===== config.mk =====
export PLATFORM = sky130hd
export DESIGN_NAME = bram_lsu_rmw
export DESIGN_NICKNAME = d
export VERILOG_FILES = /design/src/rtl/bram_lsu_rmw.sv
export SDC_FILE = /design/constraint.sdc
export NUM_CORES = 1
export LEC_CHECK = 0
export BUFFER_PORTS_ARGS = -buffer_cell sky130_fd_sc_hd__buf_2
export CAP_MARGIN = 5
export CORE_MARGIN = 2
export CORE_UTILIZATION = 50
export CTS_BUF_LIST = sky130_fd_sc_hd__clkbuf_4 sky130_fd_sc_hd__clkbuf_8 sky130_fd_sc_hd__clkbuf_16
export DETAILED_ROUTE_END_ITERATION = 6
export PLACE_DENSITY = 0.86
export SETUP_SLACK_MARGIN = 0.2
export SYNTH_ARGS = -nofsm -noshare
export SYNTH_HDL_FRONTEND = slang
export SYNTH_SLANG_ARGS = --single-unit

===== constraint.sdc =====
create_clock -name clock -period 3.8 [get_ports clock]
set_clock_uncertainty 0.1 [all_clocks]
set_input_delay 0.19 -clock clock [delete_from_list [all_inputs] [get_ports clock]]
set_output_delay 0.19 -clock clock [all_outputs]
set_load 0.02 [all_outputs]

===== src/rtl/bram_lsu_rmw.sv =====
// ---------------------------------------------------------------------------
// bram_lsu_rmw
//
// Load/store front end for the byte-unaligned 2048-byte block RAM
// (bram_align1_2048). The RAM writes only whole 4-byte words at any byte
// address. Byte and halfword stores are therefore turned into
// read-modify-write sequences. Loads are extracted from the low bytes of the
// returned word and then sign- or zero-extended.
//
// Ports
//   clock       in   rising-edge clock
//   reset_n     in   asynchronous, active-low reset
//   req_valid   in   request present
//   req_ready   out  request accepted when req_valid && req_ready
//   req_addr    in   byte address, any alignment (wraps modulo 2^ADDR_WIDTH)
//   req_write   in   1 = store, 0 = load
//   req_size    in   0 = byte, 1 = half, 2/3 = word
//   req_signed  in   loads only: 1 = sign-extend, 0 = zero-extend
//   req_wdata   in   store data, right-justified
//   rsp_valid   out  one-cycle pulse per accepted request, in order
//   rsp_rdata   out  load result; 0 for store responses
//   ram_raddr   out  RAM read byte address
//   ram_waddr   out  RAM write byte address
//   ram_wdata   out  RAM write data; byte 0 lands at ram_waddr
//   ram_wsize   out  constant 4 (full-word write)
//   ram_wren    out  RAM write enable
//   ram_rdata   in   RAM read data, one cycle after ram_raddr
// ---------------------------------------------------------------------------
module bram_lsu_rmw #(
    parameter int unsigned ADDR_WIDTH = 11
) (
    input  logic                  clock,
    input  logic                  reset_n,

    input  logic                  req_valid,
    output logic                  req_ready,
    input  logic [ADDR_WIDTH-1:0] req_addr,
    input  logic                  req_write,
    input  logic [1:0]            req_size,
    input  logic                  req_signed,
    input  logic [31:0]           req_wdata,

    output logic                  rsp_valid,
    output logic [31:0]           rsp_rdata,

    output logic [ADDR_WIDTH-1:0] ram_raddr,
    output logic [ADDR_WIDTH-1:0] ram_waddr,
    output logic [31:0]           ram_wdata,
    output logic [2:0]            ram_wsize,
    output logic                  ram_wren,
    input  logic [31:0]           ram_rdata
);

    typedef enum logic [1:0] {
        S_IDLE  = 2'd0,
        S_LOAD  = 2'd1,
        S_MERGE = 2'd2,
        S_RESP  = 2'd3
    } state_t;

    state_t                state_q;
    logic [ADDR_WIDTH-1:0] addr_q;
    logic [1:0]            size_q;
    logic                  signed_q;
    logic [15:0]           wdata_q;
    logic [31:0]           rsp_rdata_q;

    logic                  accept;
    logic                  store_word;
    logic [31:0]           load_ext;
    logic [31:0]           merge_data;

    // Ready is gated by reset_n so no request is taken (and no write is
    // issued) while reset is held, even though the state is already IDLE.
    assign req_ready  = reset_n && ((state_q == S_IDLE) || (state_q == S_RESP));
    assign accept     = req_valid && req_ready;
    // Size 3 is handled as a word, so bit 1 alone identifies a word access.
    assign store_word = req_write && req_size[1];

    assign rsp_valid  = (state_q == S_RESP);
    assign rsp_rdata  = rsp_rdata_q;

    assign ram_raddr  = req_addr;
    assign ram_waddr  = (state_q == S_MERGE) ? addr_q : req_addr;
    assign ram_wdata  = (state_q == S_MERGE) ? merge_data : req_wdata;
    assign ram_wsize  = 3'd4;
    // MERGE drops out asynchronously on reset, so an in-flight RMW write
    // is abandoned without reaching the RAM.
    assign ram_wren   = (state_q == S_MERGE) || (accept && store_word);

    // Load extraction from the low bytes of the returned word.
    always_comb begin
        load_ext = ram_rdata;
        case (size_q)
            2'd0:    load_ext = {{24{signed_q & ram_rdata[7]}},  ram_rdata[7:0]};
            2'd1:    load_ext = {{16{signed_q & ram_rdata[15]}}, ram_rdata[15:0]};
            default: load_ext = ram_rdata;
        endcase
    end

    // Sub-word store: keep the upper RAM bytes, replace the low ones.
    always_comb begin
        merge_data = {ram_rdata[31:8], wdata_q[7:0]};
        if (size_q[0]) begin
            merge_data = {ram_rdata[31:16], wdata_q[15:0]};
        end
    end

    always_ff @(posedge clock or negedge reset_n) begin
        if (!reset_n) begin
            state_q     <= S_IDLE;
            addr_q      <= '0;
            size_q      <= '0;
            signed_q    <= 1'b0;
            wdata_q     <= '0;
            rsp_rdata_q <= '0;
        end else begin
            case (state_q)
                S_IDLE, S_RESP: begin
                    if (accept) begin
                        addr_q   <= req_addr;
                        size_q   <= req_size;
                        signed_q <= req_signed;
                        wdata_q  <= req_wdata[15:0];
                        if (!req_write) begin
                            state_q <= S_LOAD;
                        end else if (req_size[1]) begin
                            rsp_rdata_q <= '0;
                            state_q     <= S_RESP;
                        end else begin
                            state_q <= S_MERGE;
                        end
                    end else begin
                        state_q <= S_IDLE;
                    end
                end
                S_LOAD: begin
                    rsp_rdata_q <= load_ext;
                    state_q     <= S_RESP;
                end
                S_MERGE: begin
                    rsp_rdata_q <= '0;
                    state_q     <= S_RESP;
                end
                default: state_q <= S_IDLE;
            endcase
        end
    end

endmodule


### After elaboration in Yosys (flattened, before gate mapping)

Cells that the tools add are included.

| word-level totals | value |
|---|---|
| register bits | 64 |
| input port bits | 82 |
| output and inout port bits | 92 |
| logic and storage cells | 39 |

| operators by class | value |
|---|---|
| equality and inequality tests | 7 |
| multiplexer cells | 12 |
| bitwise logic cells | 2 |
| reductions and logical operators | 12 |

Operator list:

| operator | number |
|---|---|
| $mux W32 | 4 |
| $pmux W32 S3 | 1 |
| $pmux W32 S2 | 1 |
| $mux W16 | 1 |
| $mux W11 | 1 |
| $ne A2 B2 Y1 const B | 3 |
| $eq A2 B1 Y1 const B | 2 |
| $eq A2 B2 Y1 const B | 2 |
| $logic_and A1 B1 Y1 | 4 |
| $logic_not A2 Y1 | 2 |
| $mux W2 | 2 |
| $pmux W2 S2 | 1 |
| $reduce_or A2 Y1 | 2 |
| $reduce_and A3 Y1 | 1 |
| $and A1 B1 Y1 | 2 |
| $logic_or A1 B1 Y1 | 2 |
| $reduce_and A2 Y1 | 1 |
| $mux W1 | 1 |

### Logic depth before layout (Yosys ltp)

Gate-level depths: netlist (run 1).

| logic depth | value |
|---|---|
| depth after elaboration | 6 |
| depth in mapped cells | 7 |
| mapped depth without buffers | 5 |

### Worst setup path after synthesis (run 1)

Ideal clock, no wire load.

| timing path | value |
|---|---|
| kind | flip-flop to output port |
| from | register state_q[0] |
| to | output ram_wren |
| arrival | 1.494 ns |
| required time | 3.510 ns |
| setup slack | 2.016 ns |
| stages on the path, launching flop included | 7 |
| path buffers | 2 |
| path through | dfrtp_1 inv_1 ha_1 buf_2 and3_1 buf_2 a31o_2 |

| on the way | value |
|---|---|
| word-level cells in the longest chain between the ends | 6 |
| elaborated cells on any way between the ends | 8 |
| classes of those cells | 2 x eq/ne; 6 x reduce/logical |

RTL lines:

| what | line | text |
|---|---|---|
| start, declared | 61 | `state_t state_q;` |
| start signal, assigned | 111 | `state_q <= S_IDLE;` |
| start signal, assigned | 126 | `state_q <= S_LOAD;` |
| start signal, assigned | 129 | `state_q <= S_RESP;` |
| $eq A2 B2 Y1 or $logic_not A2 Y1 (tied branches) | 75 | `assign req_ready = reset_n && ((state_q == S_IDLE) \|\| (state_q == S_RESP));` |
| $logic_or A1 B1 Y1 | 75 |  |
| $logic_and A1 B1 Y1 | 75 |  |
| $logic_and A1 B1 Y1 | 76 | `assign accept = req_valid && req_ready;` |
| $logic_and A1 B1 Y1 | 89 | `assign ram_wren = (state_q == S_MERGE) \|\| (accept && store_word);` |
| $logic_or A1 B1 Y1 (*) | 89 |  |
| end, declared | 50 | `output logic ram_wren,` |

Every way passes the cells marked *; elsewhere a longest branch is shown, timed or not.

### Worst setup path in the final report (run 1)

| timing path | value |
|---|---|
| from | register state_q[1] |
| to | register addr_q[6] |

| on the way | value |
|---|---|
| word-level cells in the longest chain between the ends | 5 |
| elaborated cells on any way between the ends | 7 |
| classes of those cells | 1 x eq/ne; 6 x reduce/logical |

RTL lines:

| what | line | text |
|---|---|---|
| $eq A2 B2 Y1 or $logic_not A2 Y1 (tied branches) | 75, 118 |  |
| $logic_or A1 B1 Y1 | 75 |  |
| $logic_and A1 B1 Y1 | 75 |  |
| $logic_and A1 B1 Y1 | 76 |  |
| $reduce_and A2 Y1 (no source line) (*) | -- |  |
| end signal, assigned | 121 | `addr_q <= req_addr;` |
| end, declared | 62 | `logic [ADDR_WIDTH-1:0] addr_q;` |

Marks and branches as above.
A chain may end at the register's enable or synchronous reset.

==> flow_summary.toml, run 1 <==
[place]
place.gp.congestion = 0.771
hpwl_mm = 6.23
place_ws_ps = 1000
port_buffers = 170
placed_cell_area_um2 = 4310
dp_cells = 540

[global_route]
antenna_found_initial = 0
grt.total_usage = 0.232
grt_pass1_wl_mm = 14.0
grt_max_degree = 53
overflow = 0
grt_pass1_vias = 2895

[route]
vias_per_cell = 5.28
finalWirelength_mm = 9.17
drc = 0
vias = 3030
drt_iter0_markers = 89
ant_nets = 0
dr.pass1.iters = 4
post_drt_wl_per_cell_um = 16.0

[logic_synthesis]
synth_edf_count = 0
synth-main-ff-cell = "dfrtp_1"
yosysTopAreaCell = "dfrtp_1"
yosys_warnings = 0
syn_avg_cell_area_um2 = 11.5
synth_area_leaders = "dfrtp_1 (45%), mux2_2 (20%), o31ai_2 (5.6%), nand3_1 (3.5%), buf_4 (2.9%)"
ys_seq_area_frac = 0.447
yosys.area.top_type_share = 0.447
synthArstFlopShare = 1.00
ys_types = 27
ys_ff_latch = 64
netlist_area_um2 = 3580
syn_inst = 312

[floorplanning]
start_util = 0.522
die_w_um = 88.7
rows = 30
fp.coreArea_um2 = 6870
dieArea_um2 = 7860
io_pins = 174
die_h_um = 88.7

[clocking]
cts_tree = "done"
path_clk_slew_ps = 70
clock_sinks = 64
htree_levels = 3
cts_buffers = 9
cts_resized = 0
cts_buffer_depth = 2
root_buffer = "clkbuf_8"
clkLatencyLatePin_ps = 340

[pwr]
power.density_nw_per_um2 = 830
power_mw = 3.88
p_leak_nw = 2.33
clkPwrFrac = 0.136
vdd_drop_max_mv = 0.569
swShare = 0.445
switching_power_mw = 1.73
seq_power_share = 0.308
comb_power_share = 0.556
intPower_mw = 2.15

[cells_and_area]
layout_common_cells = "buf_2 (170), mux2_2 (65), dfrtp_1 (64)"
final_cell_count_no_fill = 574
area_growth_pct = 30.4
nets = 558
drive_gt1_frac = 0.575
n_antenna_cell = 0
postLayoutCellArea_um2 = 4670
fin_util = 0.680
final_common_cell = "buf_2"

[sta]
min_period_ps = 2790
hold_slack_ps = 7.30
worstMarginPinSlew_ps = 1140
setup_slack_ps = 1010
max-slew-margin-rel = 0.239
finalSetupViolCount = 0
slew_viol_final = 0
fin_crit_sh = 0.734
setup_tns_ps = 0
grt_setup_unrepaired = "false"
clock.fmax_mhz = 359
finalHoldViolations = 0

[worst_setup_path]
cp-endpoint = "addr_q[6]"
critPathLaunchType = "flip-flop"
r2r.worst_path.cells = 3
rr_startpoint = "state_q[1]"
crit_chain = "ha_2, nand3_1, mux2_2"
cp-end-kind = "flip-flop"
critPathMaxFanout = 38
timing.rr.end = "addr_q[6]"
path_delay_family = "simple AND/OR/NAND/NOR gates"
worst-endpoint-required_ps = 3910
cp_num_cells = 3
ff2ff_setup_slack_ps = 1010
crit_arrival_ps = 2900
cp_slowest_cell = "nand3_1"
critPathKind = "reg2reg"
max_stage_delay_ps = 840
startpoint = "state_q[1]"
path_buf_inv = 0

[flow_run]
drv_cap = 0

[run_status]
status = "complete, no violations"

[hold_path]
hold_class = "in2reg"
## how the worst min path moves through the flow
stage	startpoint	end	slack (ps)	cells after the start
5_1_grt	req_wdata[9]	wdata_q[9]	2	2
3_3_place_gp	reset_n	size_q[1]	20	1
4_1_cts	req_wdata[9]	wdata_q[9]	1	2
3_5_place_dp	reset_n	state_q[0]	20	1
6_report	ram_rdata[2]	rsp_rdata[2]	7	3
2_1_floorplan	reset_n	addr_q[0]	-210	0
## power by group through the flow
stage	registers (mW)	clock network (mW)	logic, mW
floorplan	1.25	0	1.63
global placement	1.18	0	2.09
detailed placement	1.21	0	2.14
CTS	1.20	0.540	2.17
global route	1.24	0.571	2.33
finish	1.19	0.529	2.16
## state kept, by name (all words and copies together), names as in the netlist
register	flops
rsp_rdata	32
signed_q	1
state_q	2
addr_q	11
wdata_q	16
size_q	2
## cell type report
class                      instances  area [um^2]
clock buffer                      13          160
clock inverter                     3         17.5
fill                             535         2200
inverter                           3         11.3
multi-input combinational        204         1710
sequential                        64         1600
tap                               96          120
timing repair buffer             191         1050
## logic make-up (layout without fill, tap and decap cells)
logic type | after synthesis | in the layout | synth area share
AO/OA/AOI/OAI | 60 | 60 | 0.138
flip-flops | 64 | 64 | 0.447
AND/OR/NAND/NOR | 64 | 64 | 0.0936
multiplexers | 74 | 74 | 0.230
buffers and inverters | 45 | 210 | 0.0782
adder cells (fa/ha/maj) | 3 | 3 | 0.0105
other | 2 | 3 | 0.00210
## cells in the mapped netlist (all sizes together) (8+ instances only)
library cell and count:
mux2 65, dfrtp 64, buf 32, nand3 25
o21ai 18, nor2b 16, o31ai 16, clkbuf 10
mux2i 9, nand2 9, nor2 9, a21oi 8
a22o 8, a22oi 8
## worst reg2reg max path, delay by kind of cell (launching register included)
kind | cells | cell delay (ps)
and+or+nand+nor | 1 | 840
muxes | 1 | 560
adders and majority gates | 1 | 770
DFF | 1 | 400
## repair_timing
item                      4_1_cts  5_1_grt
hold endpoints to repair       30        0
buffers inserted                0        0
hold buffers                   18        0
## metal layers
metal  GRT usage  part of all wire
met1       0.281              0.40
met2       0.391              0.50
met3      0.0606             0.067
met4      0.0992             0.024
met5           0                 0
Power figures use the tool's default switching activity.
==> run 2, diff against run 1 <==
CORE_UTILIZATION = 47   (was 50)
PLACE_DENSITY = 0.81   (was 0.86)
clock period = 2.7 ns   (was 3.8 ns; I/O delays follow)
==> run 2 against run 1 <==
Net effect:
- setup slack worse by 590 ps
- die area up 6.1%
- utilization shrank 0.61 points
- critical path depth increased by 2
- via count increased by 2.7%
- final cell count is 4.9% higher
- worst hold slack better by 6.5 ps
- global-route usage is 0.26 points lower
- flip-flop and latch count stayed put
- first-iteration DRC count increased by 35%
- wire length is 3.4% higher
- power is 43% higher
- largest power group unchanged
==> flow_summary.toml, run 2 (same netlist as run 1, synthesis figures left out) <==
[run_status]
status = "complete, no violations"

[worst_setup_path]
critPathMaxFanout = 18
cp-end-kind = "output pin"
critPathKind = "reg2out"
worst-endpoint-required_ps = 2470
crit_arrival_ps = 2040
r2r.worst_path.cells = 5
critPathLaunchType = "flip-flop"

[global_route]
grt_max_degree = 40
antenna_found_initial = 0
grt_pass1_vias = 3172
overflow = 0
grt.total_usage = 0.230
grt_pass1_wl_mm = 15.1

[cells_and_area]
final_cell_count_no_fill = 602
layout_common_cells = "buf_2 (170), mux2_2 (65), dfrtp_1 (64)"
largest_register_ffs = 32
multi_input_area_um2 = 1710
final_common_cell = "buf_2"
nets = 586
area_growth_pct = 37.9
ff_latch_area_um2 = 1600
n_antenna_cell = 0
fin_util = 0.674
fillerInstances = 550
postLayoutCellArea_um2 = 4940
drive_gt1_frac = 0.555

[floorplanning]
dieArea_um2 = 8340
rows = 31
io_pins = 174
start_util = 0.489
fp.coreArea_um2 = 7330
die_h_um = 91.3
die_w_um = 91.3

[pwr]
power_mw = 5.54
p_leak_nw = 2.45
vdd_drop_max_mv = 0.616
power.density_nw_per_um2 = 1120

[clocking]
cts_tree = "done"
path_clk_slew_ps = 60
clkLatencyLatePin_ps = 340
root_buffer = "clkbuf_8"
cts_buffers = 9
cts_buffer_depth = 2
htree_levels = 3
clock_sinks = 64

[place]
dp_cells = 549
port_buffers = 170
placed_cell_area_um2 = 4380
place_ws_ps = 581
hpwl_mm = 6.30
place.gp.congestion = 0.761

[hold_path]
hold_depth = 3
hold_class = "in2reg"

[route]
drc = 0
post_drt_wl_per_cell_um = 15.7
vias = 3113
ant_nets = 0
vias_per_cell = 5.17
finalWirelength_mm = 9.48
dr.pass1.iters = 4
drt_iter0_markers = 120

[sta]
fin_crit_sh = 0.843
slew_viol_final = 0
max-slew-margin-rel = 0.472
worstMarginPinSlew_ps = 792
finalSetupViolCount = 0
setup_tns_ps = 0
finalHoldViolations = 0
clock.fmax_mhz = 439
setup_slack_ps = 425
grt_setup_unrepaired = "false"
hold_slack_ps = 13.8
min_period_ps = 2280

[flow_run]
drv_cap = 0
run 2: cell types whose count changed in the layout (fill, tap and decap cells not counted), sizes merged:
cell,previous run,this run
dlygate4sd3,18,40
clkinv,2,1
buf,173,179
clkinvlp,1,0
clkbuf,13,12
run 2: final timing paths:
path                               start            end  slack (ps)
setup / recovery              state_q[0]       ram_wren         420
hold / removal             ram_rdata[30]  rsp_rdata[30]          10
setup reg to reg              state_q[1]  rsp_rdata[23]         690
hold reg to reg                addr_q[7]      addr_q[7]         400
max in group asynchronous        reset_n   rsp_rdata[4]        1790
min in group asynchronous        reset_n      addr_q[1]         320
run 2: layout make-up:
type                       count  area share
clock buffer                  12      0.0322
clock inverter                 1     0.00101
inverter                       3     0.00228
multi-input combinational    204       0.346
sequential                    64       0.324
tap                           99      0.0251
timing repair buffer         219       0.269
run 2: what timing repair did:
action | CTS | global route
buffers inserted | 0 | 0
hold buffers | 40 | 0
gates resized for setup | 0 | 1
hold endpoints to repair | 103 | 0
setup endpoints to repair | 0 | 1
run 2: where the power goes:
| group | leakage (nW) | total [mW] | switching (mW) | internal [mW] |
|---|---|---|---|---|
| clock | 0.0876 | 0.714 | 0.337 | 0.377 |
| sequential | 0.810 | 1.65 | 0.273 | 1.38 |
| combinational | 1.55 | 3.18 | 1.82 | 1.36 |
| total | 2.45 | 5.54 | 2.43 | 3.11 |
run 2: per-layer routing:
layer | wire (um) | vias to the layer above | GRT usage
met5 | 0 | - | 0
met4 | 339 | 0 | 0.119
met3 | 663 | 28 | 0.0506
met2 | 4660 | 151 | 0.396
met1 | 3810 | 1453 | 0.267
li1 | - | 1481 | -
run 2: worst max-delay path: stages (launching register included):
cell and delay, ps:
dfrtp_1 380, inv_1 60, ha_2 510, and3_2 410, a31o_2 190, buf_2 160
==> run 3, diff against run 2 <==
ABC_AREA = 1   (was unset)
CORE_UTILIZATION = 46   (was 47)
PLACE_DENSITY = 0.8   (was 0.81)
clock period = 2.1 ns   (was 2.7 ns; I/O delays follow)
==> run 3 against run 2 <==
Net effect:
- setup slack worse by 190 ps
- wire length grew 16%
- largest power group unchanged
- design area rose by 3.5%
- critical path type unchanged
- sequential power up 36%
- highest routed layer unchanged
- combinational power is 50% higher
- utilization grew 2.8 points
- power increased by 44%
==> flow_summary.toml, run 3 <==
[run_status]
status = "complete, no violations"

[sta]
finalHoldViolations = 0
worstMarginPinSlew_ps = 791
max-slew-margin-rel = 0.472
setup_slack_ps = 235
slew_viol_final = 0
grt_setup_unrepaired = "true"
finalSetupViolCount = 0
min_period_ps = 1870
fin_crit_sh = 0.888
hold_slack_ps = 14.7
clock.fmax_mhz = 536
setup_tns_ps = 0

[worst_setup_path]
r2r.worst_path.cells = 7
startpoint = "state_q[1]"
critPathLaunchType = "flip-flop"
critPathKind = "reg2out"
critPathMaxFanout = 27
ff2ff_setup_slack_ps = 280
worst-endpoint-required_ps = 1890
timing.rr.end = "rsp_rdata[20]"
crit_arrival_ps = 1660
cp-end-kind = "output pin"
rr_startpoint = "state_q[1]"

[pwr]
vdd_drop_max_mv = 0.729
power.density_nw_per_um2 = 1550
power_mw = 7.95
p_leak_nw = 2.93

[clocking]
clkLatencyLatePin_ps = 340
cts_buffers = 9
clock_sinks = 64
cts_tree = "done"
root_buffer = "clkbuf_8"
path_clk_slew_ps = 70
htree_levels = 3
cts_buffer_depth = 2

[hold_path]
hold_start = "ram_rdata[11]"
hold_end = "rsp_rdata[11]"
hold_depth = 5
hold_class = "in2reg"

[route]
dr.pass1.iters = 5
vias_per_cell = 5.07
drt_iter0_markers = 223
finalWirelength_mm = 11.0
drc = 0
vias = 3891
post_drt_wl_per_cell_um = 14.3
ant_nets = 0

[logic_synthesis]
ys_types = 21
synth_edf_count = 0
ys_seq_area_frac = 0.460
yosysTopAreaCell = "dfrtp_1"
yosysMostFrequentCell = "nand2_1"
synth_area_leaders = "dfrtp_1 (46%), nand2_1 (13%), o21ai_0 (10%), nand3_1 (9.5%), inv_1 (5.7%)"
yosys.area.top_type_share = 0.460
synthArstFlopShare = 1.00
netlist_area_um2 = 3480
synth-main-ff-cell = "dfrtp_1"
syn_inst = 467
syn_avg_cell_area_um2 = 7.45
synth_common_cells = "nand2_1 (116), o21ai_0 (72), nand3_1 (66)"
yosys_warnings = 0
ys_ff_latch = 64

[floorplanning]
die_w_um = 91.0
rows = 31
fp.coreArea_um2 = 7290
die_h_um = 91.0
dieArea_um2 = 8270
io_pins = 174
start_util = 0.477

[global_route]
grt_max_degree = 65
grt.total_usage = 0.264
antenna_found_initial = 0
grt_pass1_vias = 3624
grt_pass1_wl_mm = 17.5
overflow = 0

[cells_and_area]
layout_common_cells = "buf_2 (160), nand2_1 (116), nand3_1 (66)"
nets = 748
largest_register_ffs = 32
final_cell_count_no_fill = 767
final_common_cell = "buf_2"
postLayoutCellArea_um2 = 5120
area_growth_pct = 47.1
fin_util = 0.702
n_antenna_cell = 0
drive_gt1_frac = 0.329

[flow_run]
drv_cap = 0

[place]
place_ws_ps = 136
port_buffers = 170
hpwl_mm = 6.98
dp_cells = 701
placed_cell_area_um2 = 4300
place.gp.congestion = 0.876
## run 3: repair_timing
action | CTS | global route
resized for setup | 6 | 39
setup endpoints to repair | 36 | 69
pin swaps | 1 | 2
hold endpoints to repair | 104 | 0
buffers inserted | 1 | 4
hold buffers | 42 | 0
gates cloned | 1 | 2
## run 3: area by class of cell
type,instances,area (um^2)
inverter,54,206
tap,99,124
sequential,64,1600
timing repair buffer,231,1550
clock buffer,11,145
clock inverter,5,32.5
fill,554,2180
multi-input combinational,303,1450
## run 3: how the worst max path moves through the flow
stage / to / slack (ps)
2_1_floorplan: ram_wdata[16] / 300
3_3_place_gp: rsp_rdata[11] / 240
3_5_place_dp: rsp_rdata[10] / 140
4_1_cts: ram_wdata[18] / 190
5_1_grt: ram_waddr[8] / 180
6_report: ram_wdata[9] / 230
## run 3: report_power, final
group	leakage, nW	switching, mW	total (mW)	internal (mW)
clock network	0.0848	0.479	0.948	0.469
logic	2.02	2.96	4.76	1.80
registers	0.825	0.413	2.25	1.83
total	2.93	3.85	7.95	4.10
## run 3: cells by family (layout without fill, tap and decap cells)
| group | Yosys count | count (layout) | share of synthesized area |
|---|---|---|---|
| other cells | 2 | 3 | 0.00216 |
| buf+inv | 101 | 301 | 0.135 |
| compound gates | 99 | 99 | 0.147 |
| flops | 64 | 64 | 0.460 |
| fa+ha+maj | 3 | 3 | 0.0108 |
| simple gates | 198 | 198 | 0.245 |
## run 3: critical path: stages (launching register included)
cell and delay [ps]:
dfrtp_1 430, ha_4 210, buf_12 130, buf_16 160
o22ai_1 180, buf_2 200
## run 3: layer usage
layer,track usage,wire (um),up-vias
li1,-,-,1883
met1,0.301,4200,1780
met2,0.472,5630,202
met3,0.0564,865,26
met4,0.119,294,0
met5,0,0,-
